`src/rtl/lcd_pkg.sv`:
```
// lcd_pkg: shared definitions for the HD44780 8-bit LCD controller.
//   - lcd_state_t : controller FSM states
//   - INIT_TABLE  : power-up command bytes, sent with RS=0, in index order
//   - CMD_CLEAR / CMD_HOME : the two commands that need the long execution wait
//   - TIMER_W     : width of the shared delay counter
package lcd_pkg;

  localparam int TIMER_W  = 20;
  localparam int INIT_LEN = 6;

  localparam logic [7:0] CMD_CLEAR = 8'h01;
  localparam logic [7:0] CMD_HOME  = 8'h02;

  // Element [0] is sent first: function set x3, display on, clear, entry mode.
  localparam logic [INIT_LEN-1:0][7:0] INIT_TABLE = {
    8'h06, 8'h01, 8'h0C, 8'h38, 8'h38, 8'h38
  };

  typedef enum logic [2:0] {
    ST_PWR_WAIT = 3'd0,
    ST_LOAD     = 3'd1,
    ST_SETUP    = 3'd2,
    ST_EN_HI    = 3'd3,
    ST_EXEC     = 3'd4,
    ST_IDLE     = 3'd5
  } lcd_state_t;

  // Index decode kept explicit so a 3-bit pointer never selects past the table.
  function automatic logic [7:0] init_byte(input logic [2:0] idx);
    logic [7:0] b;
    b = 8'h00;
    case (idx)
      3'd0:    b = INIT_TABLE[0];
      3'd1:    b = INIT_TABLE[1];
      3'd2:    b = INIT_TABLE[2];
      3'd3:    b = INIT_TABLE[3];
      3'd4:    b = INIT_TABLE[4];
      3'd5:    b = INIT_TABLE[5];
      default: b = 8'h00;
    endcase
    return b;
  endfunction

  // Clear and home take ~2 ms on the panel; everything else ~50 us.
  function automatic logic needs_long_exec(input logic rs, input logic [7:0] data);
    return !rs && ((data == CMD_CLEAR) || (data == CMD_HOME));
  endfunction

endpackage

```
`src/rtl/lcd_delay_counter.sv`:
```
// lcd_delay_counter: up-counter used to time every controller state.
// Ports:
//   clk   - clock
//   rst_n - synchronous active-low reset (count -> 0)
//   clr   - synchronous clear, has priority over en
//   en    - count enable
//   load  - cycle count the current state must last (>= 1)
//   done  - high in the last cycle of a 'load'-cycle interval that began
//           with the counter at 0
module lcd_delay_counter
  import lcd_pkg::*;
(
  input  logic               clk,
  input  logic               rst_n,
  input  logic               clr,
  input  logic               en,
  input  logic [TIMER_W-1:0] load,
  output logic               done
);

  logic [TIMER_W-1:0] count;

  always_ff @(posedge clk) begin
    if (!rst_n) begin
      count <= '0;
    end else if (clr) begin
      count <= '0;
    end else if (en) begin
      count <= count + 1'b1;
    end
  end

  // Comparing against load-1 lets the owning state leave on exactly the
  // load-th edge after it was entered; the counter is cleared on that same
  // edge, so it never runs past load-1 and cannot wrap.
  assign done = (count == (load - 1'b1));

endmodule

```
`src/rtl/lcd_ctrl_8bit.sv`:
```
// lcd_ctrl_8bit: HD44780-compatible 8-bit character-LCD write controller.
// After reset it waits T_PWR cycles, sends the fixed init table, then raises
// oINIT_DONE/oREADY and accepts single-byte writes.
// Ports:
//   iCLK        - clock
//   iRST_n      - synchronous active-low reset
//   iREQ        - write request, taken on an edge where oREADY=1
//   iRS         - 0 = command, 1 = data
//   iDATA       - byte to write
//   oREADY      - controller can accept a request
//   oINIT_DONE  - init sequence finished (sticky until reset)
//   oLCD_DATA   - LCD DB7..DB0
//   oLCD_RS     - LCD RS
//   oLCD_RW     - LCD R/W, always 0 (write-only)
//   oLCD_EN     - LCD E, registered
module lcd_ctrl_8bit
  import lcd_pkg::*;
#(
  parameter int T_PWR   = 750000,
  parameter int T_SETUP = 5,
  parameter int T_EN    = 25,
  parameter int T_CMD   = 2500,
  parameter int T_CLR   = 100000
) (
  input  logic       iCLK,
  input  logic       iRST_n,
  input  logic       iREQ,
  input  logic       iRS,
  input  logic [7:0] iDATA,
  output logic       oREADY,
  output logic       oINIT_DONE,
  output logic [7:0] oLCD_DATA,
  output logic       oLCD_RS,
  output logic       oLCD_RW,
  output logic       oLCD_EN
);

  localparam logic [TIMER_W-1:0] T_PWR_V   = TIMER_W'(T_PWR);
  localparam logic [TIMER_W-1:0] T_SETUP_V = TIMER_W'(T_SETUP);
  localparam logic [TIMER_W-1:0] T_EN_V    = TIMER_W'(T_EN);
  localparam logic [TIMER_W-1:0] T_CMD_V   = TIMER_W'(T_CMD);
  localparam logic [TIMER_W-1:0] T_CLR_V   = TIMER_W'(T_CLR);
  localparam logic [2:0]         INIT_END  = 3'(INIT_LEN);

  lcd_state_t         state;
  lcd_state_t         state_next;
  logic [2:0]         init_ptr;
  logic [TIMER_W-1:0] load_val;
  logic               timer_done;
  logic               timer_en;
  logic               timer_clr;
  logic               accept;

  assign accept  = iREQ && oREADY;
  assign oLCD_RW = 1'b0;

  // Interval length for the current state. The EXEC wait is chosen from the
  // byte currently on the bus, which is the byte just strobed.
  always_comb begin
    load_val = 20'd1;
    case (state)
      ST_PWR_WAIT: load_val = T_PWR_V;
      ST_SETUP:    load_val = T_SETUP_V;
      ST_EN_HI:    load_val = T_EN_V;
      ST_EXEC:     load_val = needs_long_exec(oLCD_RS, oLCD_DATA) ? T_CLR_V : T_CMD_V;
      default:     load_val = 20'd1;
    endcase
  end

  always_comb begin
    state_next = state;
    case (state)
      ST_PWR_WAIT: if (timer_done) state_next = ST_LOAD;
      ST_LOAD:     state_next = ST_SETUP;
      ST_SETUP:    if (timer_done) state_next = ST_EN_HI;
      ST_EN_HI:    if (timer_done) state_next = ST_EXEC;
      ST_EXEC: begin
        // init_ptr parks at INIT_END once the table is exhausted, so user
        // writes always fall through to IDLE.
        if (timer_done) state_next = (init_ptr != INIT_END) ? ST_LOAD : ST_IDLE;
      end
      ST_IDLE:     if (accept) state_next = ST_SETUP;
      default:     state_next = ST_PWR_WAIT;
    endcase
  end

  // The timer only runs in the timed states and restarts on every transition.
  assign timer_en  = (state == ST_PWR_WAIT) || (state == ST_SETUP) ||
                     (state == ST_EN_HI)    || (state == ST_EXEC);
  assign timer_clr = (state_next != state);

  lcd_delay_counter u_delay (
    .clk   (iCLK),
    .rst_n (iRST_n),
    .clr   (timer_clr),
    .en    (timer_en),
    .load  (load_val),
    .done  (timer_done)
  );

  always_ff @(posedge iCLK) begin
    if (!iRST_n) begin
      state      <= ST_PWR_WAIT;
      init_ptr   <= 3'd0;
      oREADY     <= 1'b0;
      oINIT_DONE <= 1'b0;
      oLCD_DATA  <= 8'h00;
      oLCD_RS    <= 1'b0;
      oLCD_EN    <= 1'b0;
    end else begin
      state <= state_next;

      if (state == ST_LOAD) begin
        oLCD_DATA <= init_byte(init_ptr);
        oLCD_RS   <= 1'b0;
        init_ptr  <= init_ptr + 3'd1;
      end

      if (accept) begin
        oLCD_DATA <= iDATA;
        oLCD_RS   <= iRS;
        oREADY    <= 1'b0;
      end

      if ((state == ST_EXEC) && (state_next == ST_IDLE)) begin
        oREADY     <= 1'b1;
        oINIT_DONE <= 1'b1;
      end

      // Registered from the next state so E is high for exactly the cycles
      // spent in EN_HI and never glitches.
      oLCD_EN <= (state_next == ST_EN_HI);
    end
  end

endmodule
```
`config.mk`:
```
export PLATFORM = sky130hd
export DESIGN_NAME = lcd_ctrl_8bit
export DESIGN_NICKNAME = d
export VERILOG_FILES = /design/src/rtl/lcd_pkg.sv /design/src/rtl/lcd_delay_counter.sv /design/src/rtl/lcd_ctrl_8bit.sv
export SDC_FILE = /design/constraint.sdc
export NUM_CORES = 1
export LEC_CHECK = 0
export CORE_MARGIN = 5
export CORE_UTILIZATION = 25
export DETAILED_ROUTE_END_ITERATION = 6
export PLACE_DENSITY = 0.5
export SYNTH_ARGS = -nofsm -noshare
export SYNTH_HDL_FRONTEND = slang
export SYNTH_SLANG_ARGS = --single-unit
```
`constraint.sdc`:
```
create_clock -name iCLK -period 9.75 [get_ports iCLK]
set_clock_uncertainty 0.05 [all_clocks]
set_input_delay 1.4625 -clock iCLK [delete_from_list [all_inputs] [get_ports iCLK]]
set_output_delay 1.4625 -clock iCLK [all_outputs]
set_load 0.005 [all_outputs]
```
# --- Word-level counts from Yosys, hierarchy flattened ---
# Index checks and enable logic that the tools add are counted.
totals:
  in_bits: 12
  ff_bits: 38
op_classes:
  eq_ne: 17
  addsub: 3
  n_bitwise: 1
  mux: 16
  reduce_logical: 14
ops:
  columns: ["cell", "n"]
  rows:
  - ["$pmux W20 S4", 1]
  - ["$pmux W6 S4", 1]
  - ["$add A20 B1 Y20 const B", 1]
  - ["$eq A20 B20 Y1", 1]
  - ["$sub A20 B1 Y20 const B", 1]
  - ["$mux W3", 6]
  - ["$pmux W3 S6", 1]
  - ["$mux W17", 1]
  - ["$mux W8", 2]
  - ["$eq A3 B2 Y1 const B", 5]
  - ["$eq A3 B3 Y1 const B", 5]
  - ["$eq A8 B1 Y1 const B", 1]
  - ["$eq A8 B2 Y1 const B", 1]
  - ["$eq A3 B1 Y1 const B", 2]
  - ["$logic_not A3 Y1", 2]
  - ["$logic_or A1 B1 Y1", 4]
  - ["$mux W1", 4]
  - ["$reduce_bool A2 Y1", 2]
  - ["$add A3 B1 Y3 const B", 1]
  - ["$logic_and A1 B1 Y1", 3]
  - ["$ne A3 B3 Y1", 1]
  - ["$ne A3 B3 Y1 const B", 1]
  - ["$reduce_or A3 Y1", 1]
  - ["$reduce_or A2 Y1", 1]
  - ["other kinds (2)", 2]

# --- Logic depth before layout (Yosys ltp) ---
# Gate-level depths: netlist of run 1.
logic_depth:
  depth_word: 12
  ltp_mapped: 14

# --- Modules after synthesis ---
# From an unflattened synthesis of run 1, not the netlist that was laid out.
hier_totals:
  hier_cells: 323
  area_unflattened_um2: 2583.7
by_module_without_submodules:
  columns: ["mod", "cells_per_inst", "instances", "area_per_inst_um2", "seq_area_each_um2"]
  rows:
  - ["lcd_delay_counter", 197, 1, 1566.5, 400.4]
  - ["lcd_ctrl_8bit", 126, 1, 1017.2, 360.3]

# --- Least setup slack after synthesis of run 1 ---
# Ideal clock, no wire load.
synth_path:
  path_type: "reg-to-reg"
  from: "register oLCD_DATA[2]"
  to: "register u_delay.count[4]"
  t_required_ps: 9585
  t_arrival_ps: 3281
  setup_time_ps: 115
  path_stages_with_launch: 13
  path_slack_ps: 6304
  period_less_slack_ps: 3446
  path_buffers: 1
  path_cell_list: "dfxtp_1 -> or4_4 -> nor3_1 -> o21ai_0 -> nand2b_1 -> ha_1 -> xnor2_1 -> or4_1 -> nor4_1 -> a32oi_1 -> o21ai_2 -> buf_6 -> nor2_2"
synth_via:
  elab_chain_len: 11
synth_lines:
  columns: ["element", "line_no", "source"]
  rows:
  - ["from (decl)", "lcd_ctrl_8bit.sv:32", "output logic [7:0] oLCD_DATA,"]
  - ["from (signal assigned)", "lcd_ctrl_8bit.sv:114", "oLCD_DATA <= init_byte(init_ptr);"]
  - ["from (signal assigned)", "lcd_ctrl_8bit.sv:120", "oLCD_DATA <= iDATA;"]
  - ["$eq A8 B1 Y1 or $eq A8 B2 Y1 (tied branches)", "lcd_pkg.sv:46", "return !rs && ((data == CMD_CLEAR) || (data == CMD_HOME));"]
  - ["$logic_or A1 B1 Y1 *", "lcd_pkg.sv:46", null]
  - ["$logic_and A1 B1 Y1 *", "lcd_pkg.sv:46", null]
  - ["$mux W17 *", "lcd_ctrl_8bit.sv:65", "ST_EXEC: load_val = needs_long_exec(oLCD_RS, oLCD_DATA) ? T_CLR_V : T_CMD_V;"]
  - ["$pmux W20 S4 *", "lcd_ctrl_8bit.sv:61", "case (state)"]
  - ["$sub A20 B1 Y20 *", "lcd_delay_counter.sv:36", "assign done = (count == (load - 1'b1));"]
  - ["$eq A20 B20 Y1 *", "lcd_delay_counter.sv:36", null]
  - ["$mux W3 (on tied branches)", null, null]
  - ["$pmux W3 S6 *", "lcd_ctrl_8bit.sv:72", "case (state)"]
  - ["$ne A3 B3 Y1 *", "lcd_ctrl_8bit.sv:90", "assign timer_clr = (state_next != state);"]
  - ["$reduce_or A2 Y1 (no line) *", null, null]
  - ["to (signal assigned)", "lcd_delay_counter.sv:29", "count <= count + 1'b1;"]
  - ["to (decl)", "lcd_delay_counter.sv:21", "logic [TIMER_W-1:0] count;"]
# Every way passes the cells marked *; elsewhere a longest branch is shown, timed or not.
# A chain may end at the register's enable or synchronous reset.

# --- Worst setup path after layout of run 1 ---
layout_path:
  from: "register oLCD_DATA[2]"
  to: "register u_delay.count[9]"
# Same word-level chain as after synthesis.

==> results of run 1 <==
worst max-delay path by stage:
stage / endpoint / cells past startpoint
finish: u_delay.count[9] / 12
global route: u_delay.count[8] / 12
CTS: u_delay.count[9] / 12
detailed placement: u_delay.count[18] / 12
global placement: u_delay.count[18] / 12
floorplan: u_delay.count[4] / 12
area by class of cell:
class | instances | share of cell area, %
multi-input cells | 207 | 52.4
clock buffers | 7 | 3.27
clock inverters | 1 | 0.190
flip-flops and latches | 38 | 28.8
repair buffers | 24 | 9.01
inverters | 8 | 1.14
well taps | 108 | 5.12
cells in the mapped netlist, drive strengths merged (2+ instances only):
master  count
dfxtp      38
nor2       38
nand2      35
xnor2      16
nand3      13
clkbuf     11
o21ai      11
xor2       10
a21boi      7
ha          7
inv         7
nand4       6
nor3        6
buf         5
mux2i       5
a21oi       4
and2        4
o211a       4
or4         4
and3        3
o21a        3
or3         3
nand2b      2
nor2b       2
nor3b       2
nor4        2
o211ai      2
o221ai      2
report_power, final:
group | switching [uW] | total [uW] | internal [uW]
clock network | 55.1 | 112 | 57.0
registers | 1.23 | 157 | 156
logic | 5.83 | 12.4 | 6.59
per-stage QoR:
step	util, %	instance area (sq um)
6_report	30.1	2640
2_1_floorplan	-	2250
4_1_cts	30.1	2640
5_1_grt	30.1	2640
3_3_place_gp	29.1	2550
3_5_place_dp	29.1	2550
critical path, stage by stage, from the launching register on:
cell and delay [ns]:
dfxtp_1 0.33, or4_4 0.53, nor3_1 0.42, o21ai_0 0.16
nand2b_1 0.09, ha_1 0.23, xnor2_1 0.13, or4_1 0.50
nor4_1 0.50, a32oi_1 0.20, o21ai_2 0.46, buf_4 0.34
nor2_2 0.06
flip-flops by register name, indices dropped and copies added (netlist names):
name / count
oINIT_DONE: 1
oREADY: 1
init_ptr: 3
oLCD_EN: 1
state: 3
u_delay.count: 20
oLCD_DATA: 8
oLCD_RS: 1
logic make-up (layout without fill, tap and decap cells):
kind of cell    Yosys count  count (layout)  share of synthesized area [%]
simple gates            125             125                           29.6
compound gates           42              42                           14.7
flops                    38              38                           33.7
xor+xnor                 26              26                           10.1
buf+inv                  24              40                           4.94
fa+ha+maj                 7               7                           3.88
mux                       6               6                           2.89
other cells               1               1                          0.166
per-layer routing:
| metal | vias up | global-route usage [%] |
|---|---|---|
| met4 | 0 | 1.37 |
| met5 | - | 0 |
| met3 | 4 | 3.88 |
| met1 | 877 | 12.6 |
| li1 | 953 | - |
| met2 | 37 | 15.7 |
==> results.cfg, run 1 <==
[clocking]
path_clk_slew_ns = 0.08
cts_tree = done
cts_buffer_depth = 2
cts_root_buf = clkbuf_8
cts.sinks = 38
numCtsBuffers = 5
htree_levels = 2
clk_latency_ns = 0.30
cts_resized = 0
post_cts_buffers = 0
ctsHoldBuffers = 0

[sta]
fin_ws_ns = 5.62
hold_slack_ns = 0.425
hold_viol_final = 0
maxSlewViolCount = 0
setup_tns_ns = 0
rsz0062_at_grt = no
tightest_slew_ns = 0.797
maxSlewHeadroom_pct = 46.7
timing.fmax_mhz = 242
fin_crit_ns = 4.13
setup_viol = 0
fin_crit_sh_pct = 42.4

[synthesis]
ys_seq_area_share_pct = 33.7
yosysWarningCount = 0
yosysTopAreaCell = dfxtp_1
synth-main-ff-cell = dfxtp_1
syn-num-nets = 288
synth_area_sq_um = 2250
synth_cell_types = 54
synth_async_sr_flop_share_pct = 0
synth_top_area_share_pct = 33.7
synth_edf_count = 0
synthCells = 269
synth-seq-cells = 38
synth.area.top_cells = dfxtp_1, xnor2_1, nand2_1
avgSynthCellArea_sq_um = 8.38

[critical_path]
r2r_end = u_delay.count[9]
cp.required_ns = 9.88
reg2reg_depth = 12
r2r_start = oLCD_DATA[2]
crit_start = oLCD_DATA[2]
path_max_fanout = 13
crit_type = reg -> reg
cp-start-kind = flop
arrival_ns = 4.26
end_kind = flop
r2r_slack_ns = 5.62

[route]
viasPerCell = 4.76
top_layer_used = met4
drt_first_iter_violations = 104
ant_nets = 0
drt_wl_total_microns = 5290
vias = 1871
met3WireLength_microns = 278
met1Wirelength_microns = 2480
wl_per_cell_microns = 13.5
wl_met2_microns = 2510
drcViolationCount = 0
dr.pass1.iters = 4

[outcome]
outcome = complete, no violations

[floorplanning]
start_util_pct = 25.7
io_pins = 25
dieArea_sq_um = 11000
fp.dieH_microns = 105
rows = 34
die_w_microns = 105
core_area_sq_um = 8760

[cells_and_area]
instances_no_fill = 393
final_common_cell = dfxtp_1
drive_above_1_share_pct = 13.3
area_delta_synth_final_pct = 17.0
fillCellCount = 954
layout.nets = 303
seqCellArea_sq_um = 761
diodes = 0
final_cell_mix = dfxtp_1, nand2_1, clkdlybuf4s50_1, nor2_2, nor2_1
multi_input_area_sq_um = 1380

[global_route]
antenna_found_initial = 0
grt_max_degree = 23
grt_pass1_wl_microns = 8940
overflow = 0
grt_use_total_pct = 9.73
first_global_vias = 1837

[min_path]
hold_depth = 1
hold_class = reg -> reg
worstHoldEndpoint = oINIT_DONE
hold_path.startpoint = oINIT_DONE

[power]
powerDensity_nw_per_um2 = 107
ir_drop_mv = 0.0547
p_leak_uw = 0.000888
p_total_uw = 282

[place]
place_ws_ns = 5.60
portBuffers = 23
dp_hpwl_microns = 3980
gp_congestion = 0.845
placed_cells = 385

[run]
maxCapViolations = 0
Power figures use the tool's default switching activity.
==> run 2: changes to the inputs <==
--- a/config.mk
+++ b/config.mk
@@ -8,7 +8,7 @@
 export CORE_MARGIN = 5
 export CORE_UTILIZATION = 25
 export DETAILED_ROUTE_END_ITERATION = 6
-export PLACE_DENSITY = 0.5
+export PLACE_DENSITY = 0.51
 export SYNTH_ARGS = -nofsm -noshare
 export SYNTH_HDL_FRONTEND = slang
 export SYNTH_SLANG_ARGS = --single-unit
==> constraint.sdc (replaced) <==
create_clock -name iCLK -period 3.3 [get_ports iCLK]
set_clock_uncertainty 0.05 [all_clocks]
set_input_delay 0.495 -clock iCLK [delete_from_list [all_inputs] [get_ports iCLK]]
set_output_delay 0.495 -clock iCLK [all_outputs]
set_load 0.005 [all_outputs]
==> run 2 against run 1 <==
Net effect: count of clock-buffer cells in the layout fell by 1; global-route usage grew 0.17 points; wire length rose by 1.4%; non-clock buffer count up 9; critical path type unchanged; clock power rose to 3.0 times the previous value; largest power group unchanged; sequential share of layout area is 1.1 points lower; critical path depth did not move; design area is 3.9% higher; highest routed layer unchanged.
==> results.cfg, run 2 (same netlist as run 1, synthesis figures left out) <==
[floorplanning]
dieArea_sq_um = 11000
core_area_sq_um = 8760
die_w_microns = 105
rows = 34
start_util_pct = 25.7
io_pins = 25
fp.dieH_microns = 105

[power]
p_leak_uw = 0.000956
powerDensity_nw_per_um2 = 307
ir_drop_mv = 0.124

[cells_and_area]
largest_reg_flops = 20
reg_top3 = u_delay.count: 20 flops, oLCD_DATA: 8 flops
layout.nets = 312
top_register = u_delay.count
area_delta_synth_final_pct = 21.6
final_common_cell = dfxtp_1
drive_above_1_share_pct = 17.0
final_cell_mix = dfxtp_1, nand2_1, clkdlybuf4s50_1, nor2_2, nor2_1
diodes = 0

[sta]
rsz0062_at_grt = no
setup_viol = 0
fin_crit_sh_pct = 94.7
hold_viol_final = 0
tightest_slew_ns = 0.755
maxSlewHeadroom_pct = 49.5
setup_tns_ns = 0
fin_crit_ns = 3.13
timing.fmax_mhz = 320
maxSlewViolCount = 0
hold_slack_ns = 0.426

[clocking]
htree_levels = 2
path_clk_slew_ns = 0.08
cts.sinks = 38
numCtsBuffers = 5
cts_root_buf = clkbuf_8
ctsHoldBuffers = 0
clk_latency_ns = 0.29
cts_buffer_depth = 2
cts_tree = done

[critical_path]
crit_type = reg -> reg
r2r_slack_ns = 0.17
arrival_ns = 3.29
r2r_start = oLCD_DATA[6]
cp.required_ns = 3.47
cp-start-kind = flop
path_max_fanout = 7
r2r_end = state[0]
reg2reg_depth = 12
end_kind = flop

[place]
dp_hpwl_microns = 4090
portBuffers = 23
gp_congestion = 0.789

[route]
drcViolationCount = 0
drt_first_iter_violations = 99
drt_wl_total_microns = 5370
vias = 1890
viasPerCell = 4.70
wl_per_cell_microns = 13.3
ant_nets = 0
dr.pass1.iters = 4

[run]
maxCapViolations = 0

[global_route]
antenna_found_initial = 0
grt_use_total_pct = 9.90
first_global_vias = 1916
overflow = 0
grt_max_degree = 23
grt_pass1_wl_microns = 9180

[min_path]
hold_class = reg -> reg
worstHoldEndpoint = oINIT_DONE
hold_depth = 1
hold_path.startpoint = oINIT_DONE

[outcome]
outcome = complete, no violations
==> run 2: critical path, stage by stage, from the launching register on <==
cell      delay, ns
dfxtp_1        0.33
or4_4          0.52
nor3_2         0.20
o21ai_0        0.11
nand2b_1       0.08
ha_1           0.23
xnor2_1        0.13
or4_1          0.56
nor4_4         0.18
buf_4          0.16
nand3_4        0.12
mux2_4         0.34
o211ai_2       0.06
==> run 2: power by group <==
part	total [uW]	switching (uW)	internal, uW
clock network	337	169	168
logic	38.9	17.8	21.1
registers	465	3.76	461
==> run 2: final cells by class <==
cell class                 instances  area, sq um
inverter                           8         30.0
clock inverter                     2         12.5
tap                              108          135
timing repair buffer              33          318
clock buffer                       6         82.6
sequential                        38          761
fill                             959         6020
multi-input combinational        207         1400
==> run 2: worst max-delay path by stage <==
stage | startpoint | end | slack (ns) | cells past startpoint
final | oLCD_DATA[6] | state[0] | 0.17 | 12
after CTS | oLCD_DATA[2] | state[0] | 0.07 | 12
after global placement | oLCD_DATA[2] | state[0] | 0.13 | 12
after detailed placement | oLCD_DATA[2] | state[0] | 0.11 | 12
after floorplan | oLCD_DATA[2] | u_delay.count[4] | 0.08 | 12
after global routing | oLCD_DATA[6] | state[0] | 0.003 | 12
==> run 2: timing repair <==
action / CTS / global route
resized for setup: 0 / 1
setup endpoints to repair: 0 / 24
buffers inserted: 0 / 0
==> run 2: metal layers <==
metal | up-vias | global-route usage [%] | part of all wire, %
met5 | - | 0 | 0
met4 | 0 | 2.47 | 0.76
met3 | 4 | 2.77 | 5.0
met2 | 36 | 16.0 | 47
met1 | 881 | 13.0 | 48
li1 | 969 | - | -
==> run 2: per-stage QoR <==
| stage | area [sq um] | std cells | setup slack, ns | power, uW | util [%] |
|---|---|---|---|---|---|
| floorplan | 2270 | 269 | 0.0784 | 497 | - |
| global placement | 2640 | 394 | 0.132 | 514 | 30.1 |
| detailed placement | 2640 | 394 | 0.105 | 515 | 30.1 |
| CTS | 2730 | 402 | 0.0697 | 857 | 31.2 |
| global route | 2740 | 402 | 0.00314 | 881 | 31.3 |
| finish | 2740 | 402 | 0.174 | 841 | 31.3 |
==> run 3: changes to the inputs <==
--- a/config.mk
+++ b/config.mk
@@ -8,7 +8,8 @@
 export CORE_MARGIN = 5
 export CORE_UTILIZATION = 25
 export DETAILED_ROUTE_END_ITERATION = 6
-export PLACE_DENSITY = 0.51
+export PLACE_DENSITY = 0.5
+export SETUP_SLACK_MARGIN = 0.5
 export SYNTH_ARGS = -nofsm -noshare
 export SYNTH_HDL_FRONTEND = slang
 export SYNTH_SLANG_ARGS = --single-unit
==> constraint.sdc (replaced) <==
create_clock -name iCLK -period 2.9 [get_ports iCLK]
set_clock_uncertainty 0.05 [all_clocks]
set_input_delay 0.435 -clock iCLK [delete_from_list [all_inputs] [get_ports iCLK]]
set_output_delay 0.435 -clock iCLK [all_outputs]
set_load 0.005 [all_outputs]
==> run 3 against run 2 <==
Net effect: the run now ends with setup timing left; sequential power up 14%; first-iteration DRC count decreased by 47%; flip-flop and latch count is the same; maximum frequency up 5.0%; design area increased by 6.6%; non-clock buffer count is 18 higher; total power grew 21%; worst hold slack worse by 0.0017 ns.
==> results.cfg, run 3 (same netlist as run 1, synthesis figures left out) <==
[cells_and_area]
final_cell_mix = dfxtp_1, nand2_1, buf_4, clkdlybuf4s50_1, nor2_2
largest_reg_flops = 20
diodes = 0
area_delta_synth_final_pct = 29.6
final_common_cell = dfxtp_1
reg_top3 = u_delay.count: 20 flops, oLCD_DATA: 8 flops
layout.nets = 330
drive_above_1_share_pct = 22.8
multi_input_area_sq_um = 1430
top_register = u_delay.count
seqCellArea_sq_um = 762
fillCellCount = 936
instances_no_fill = 420

[route]
wl_per_cell_microns = 13.0
drt_wl_total_microns = 5460
viasPerCell = 4.66
vias = 1956
drt_first_iter_violations = 52
dr.pass1.iters = 4
drcViolationCount = 0
ant_nets = 0

[critical_path]
arrival_ns = 3.14
r2r_slack_ns = -0.08
end_kind = flop
cp-start-kind = flop
reg2reg_depth = 12
slowest_stage = or4_4
crit_start = oLCD_DATA[7]
worstPathCellList = or4_4, nor3_4, o21ai_1, nand2b_1, ha_1, xnor2_1, or4_4, nor4_4, buf_4, nand3_4, mux2_4, o211ai_2
slowest_delay_ns = 0.55
path_max_fanout = 6
r2r_end = state[0]
r2r_start = oLCD_DATA[7]
cp-endpoint = state[0]
crit_top_cell = or4_4
crit_type = reg -> reg
cp.required_ns = 3.06

[sta]
setup_viol = 26
fin_crit_ns = 2.98
fin_ws_ns = -0.0772
timing.fmax_mhz = 336
fin_crit_sh_pct = 103
maxSlewViolCount = 0
rsz0062_at_grt = yes
hold_slack_ns = 0.424
setup_tns_ns = -1.03
hold_viol_final = 0

[outcome]
outcome = finished with violations
violations = setup timing

[run]
maxCapViolations = 0

[power]
switching_share_pct = 20.8
ir_drop_mv = 0.193
internal_power_uw = 808
powerDensity_nw_per_um2 = 349
power_frac_clock_pct = 43.6
combPwrFrac_pct = 4.5
p_leak_uw = 0.00104
seqPwrFrac_pct = 51.9
switchingPower_uw = 212

[global_route]
first_global_vias = 1950
grt_pass1_wl_microns = 9490
grt_use_total_pct = 10.2
grt_max_degree = 21
antenna_found_initial = 0
overflow = 0

[place]
placed_cells = 408
portBuffers = 23
place_ws_ns = -0.0645
gp_congestion = 0.804
dp_hpwl_microns = 4120

[clocking]
cts_tree = done
htree_levels = 2
path_clk_slew_ns = 0.07
cts_buffer_depth = 2
clk_latency_ns = 0.29
cts.sinks = 38
cts_root_buf = clkbuf_8
numCtsBuffers = 5
ctsHoldBuffers = 0

[floorplanning]
io_pins = 25
start_util_pct = 25.7
core_area_sq_um = 8760
fp.dieH_microns = 105
rows = 34
die_w_microns = 105
dieArea_sq_um = 11000

[min_path]
hold_class = reg -> reg
run 3: cell types whose count changed in the layout (fill, tap and decap cells not counted), sizes merged:
| cell | previous run | this run |
|---|---|---|
| clkbuf | 6 | 7 |
| buf | 10 | 28 |
| clkinv | 2 | 1 |
| clkinvlp | 1 | 0 |
| bufinv | 0 | 1 |
run 3: metrics by stage:
step	instance area (sq um)	total power (uW)	utilization, %
final	2920	1020	33.3
after global routing	2920	1070	33.3
after CTS	2910	1040	33.3
after detailed placement	2770	588	31.6
after global placement	2770	588	31.6
after floorplan	2290	567	-
run 3: cell type report:
| cell class | count | share of cell area, % |
|---|---|---|
| clock inverter | 1 | 1.03 |
| multi-input combinational | 207 | 49.0 |
| tap | 108 | 4.63 |
| timing repair buffer | 51 | 15.6 |
| inverter | 8 | 1.03 |
| sequential | 38 | 26.1 |
| clock buffer | 7 | 2.61 |
run 3: how the worst min path moves through the flow:
stage | start | to | cells after the start
finish | oINIT_DONE | oINIT_DONE | 1
global route | oINIT_DONE | oINIT_DONE | 1
CTS | oINIT_DONE | oINIT_DONE | 1
detailed placement | oINIT_DONE | oINIT_DONE | 1
global placement | oINIT_DONE | oINIT_DONE | 1
floorplan | oINIT_DONE | oINIT_DONE | 1
run 3: worst max-delay path: cells and delay by family (launching register included):
kind	cells	cell delay [ns]
mux	1	0.34
compound gates	2	0.13
xor+xnor	1	0.14
simple gates	6	1.53
fa+ha+maj	1	0.23
buf+inv	1	0.16
flops	1	0.32
run 3: power by group through the flow:
stage | sequential (uW) | combinational (uW) | clock (uW)
finish | 529 | 46.0 | 445
global route | 530 | 50.6 | 485
CTS | 529 | 46.6 | 466
detailed placement | 541 | 46.5 | 0
global placement | 541 | 46.4 | 0
floorplan | 540 | 26.7 | 0
run 3: metal layers:
metal / track usage (%) / part of all wire (%)
met1: 13.3 / 49
met2: 16.6 / 47
met3: 2.96 / 3.6
met4: 2.19 / 0.88
met5: 0 / 0
run 3: timing repair:
| action | in CTS | in global routing |
|---|---|---|
| endpoints found under the setup margin | 26 | 26 |
| gates cloned | 0 | 0 |
| pin swaps | 2 | 1 |
| buffers inserted | 4 | 0 |
| resized for setup | 2 | 1 |
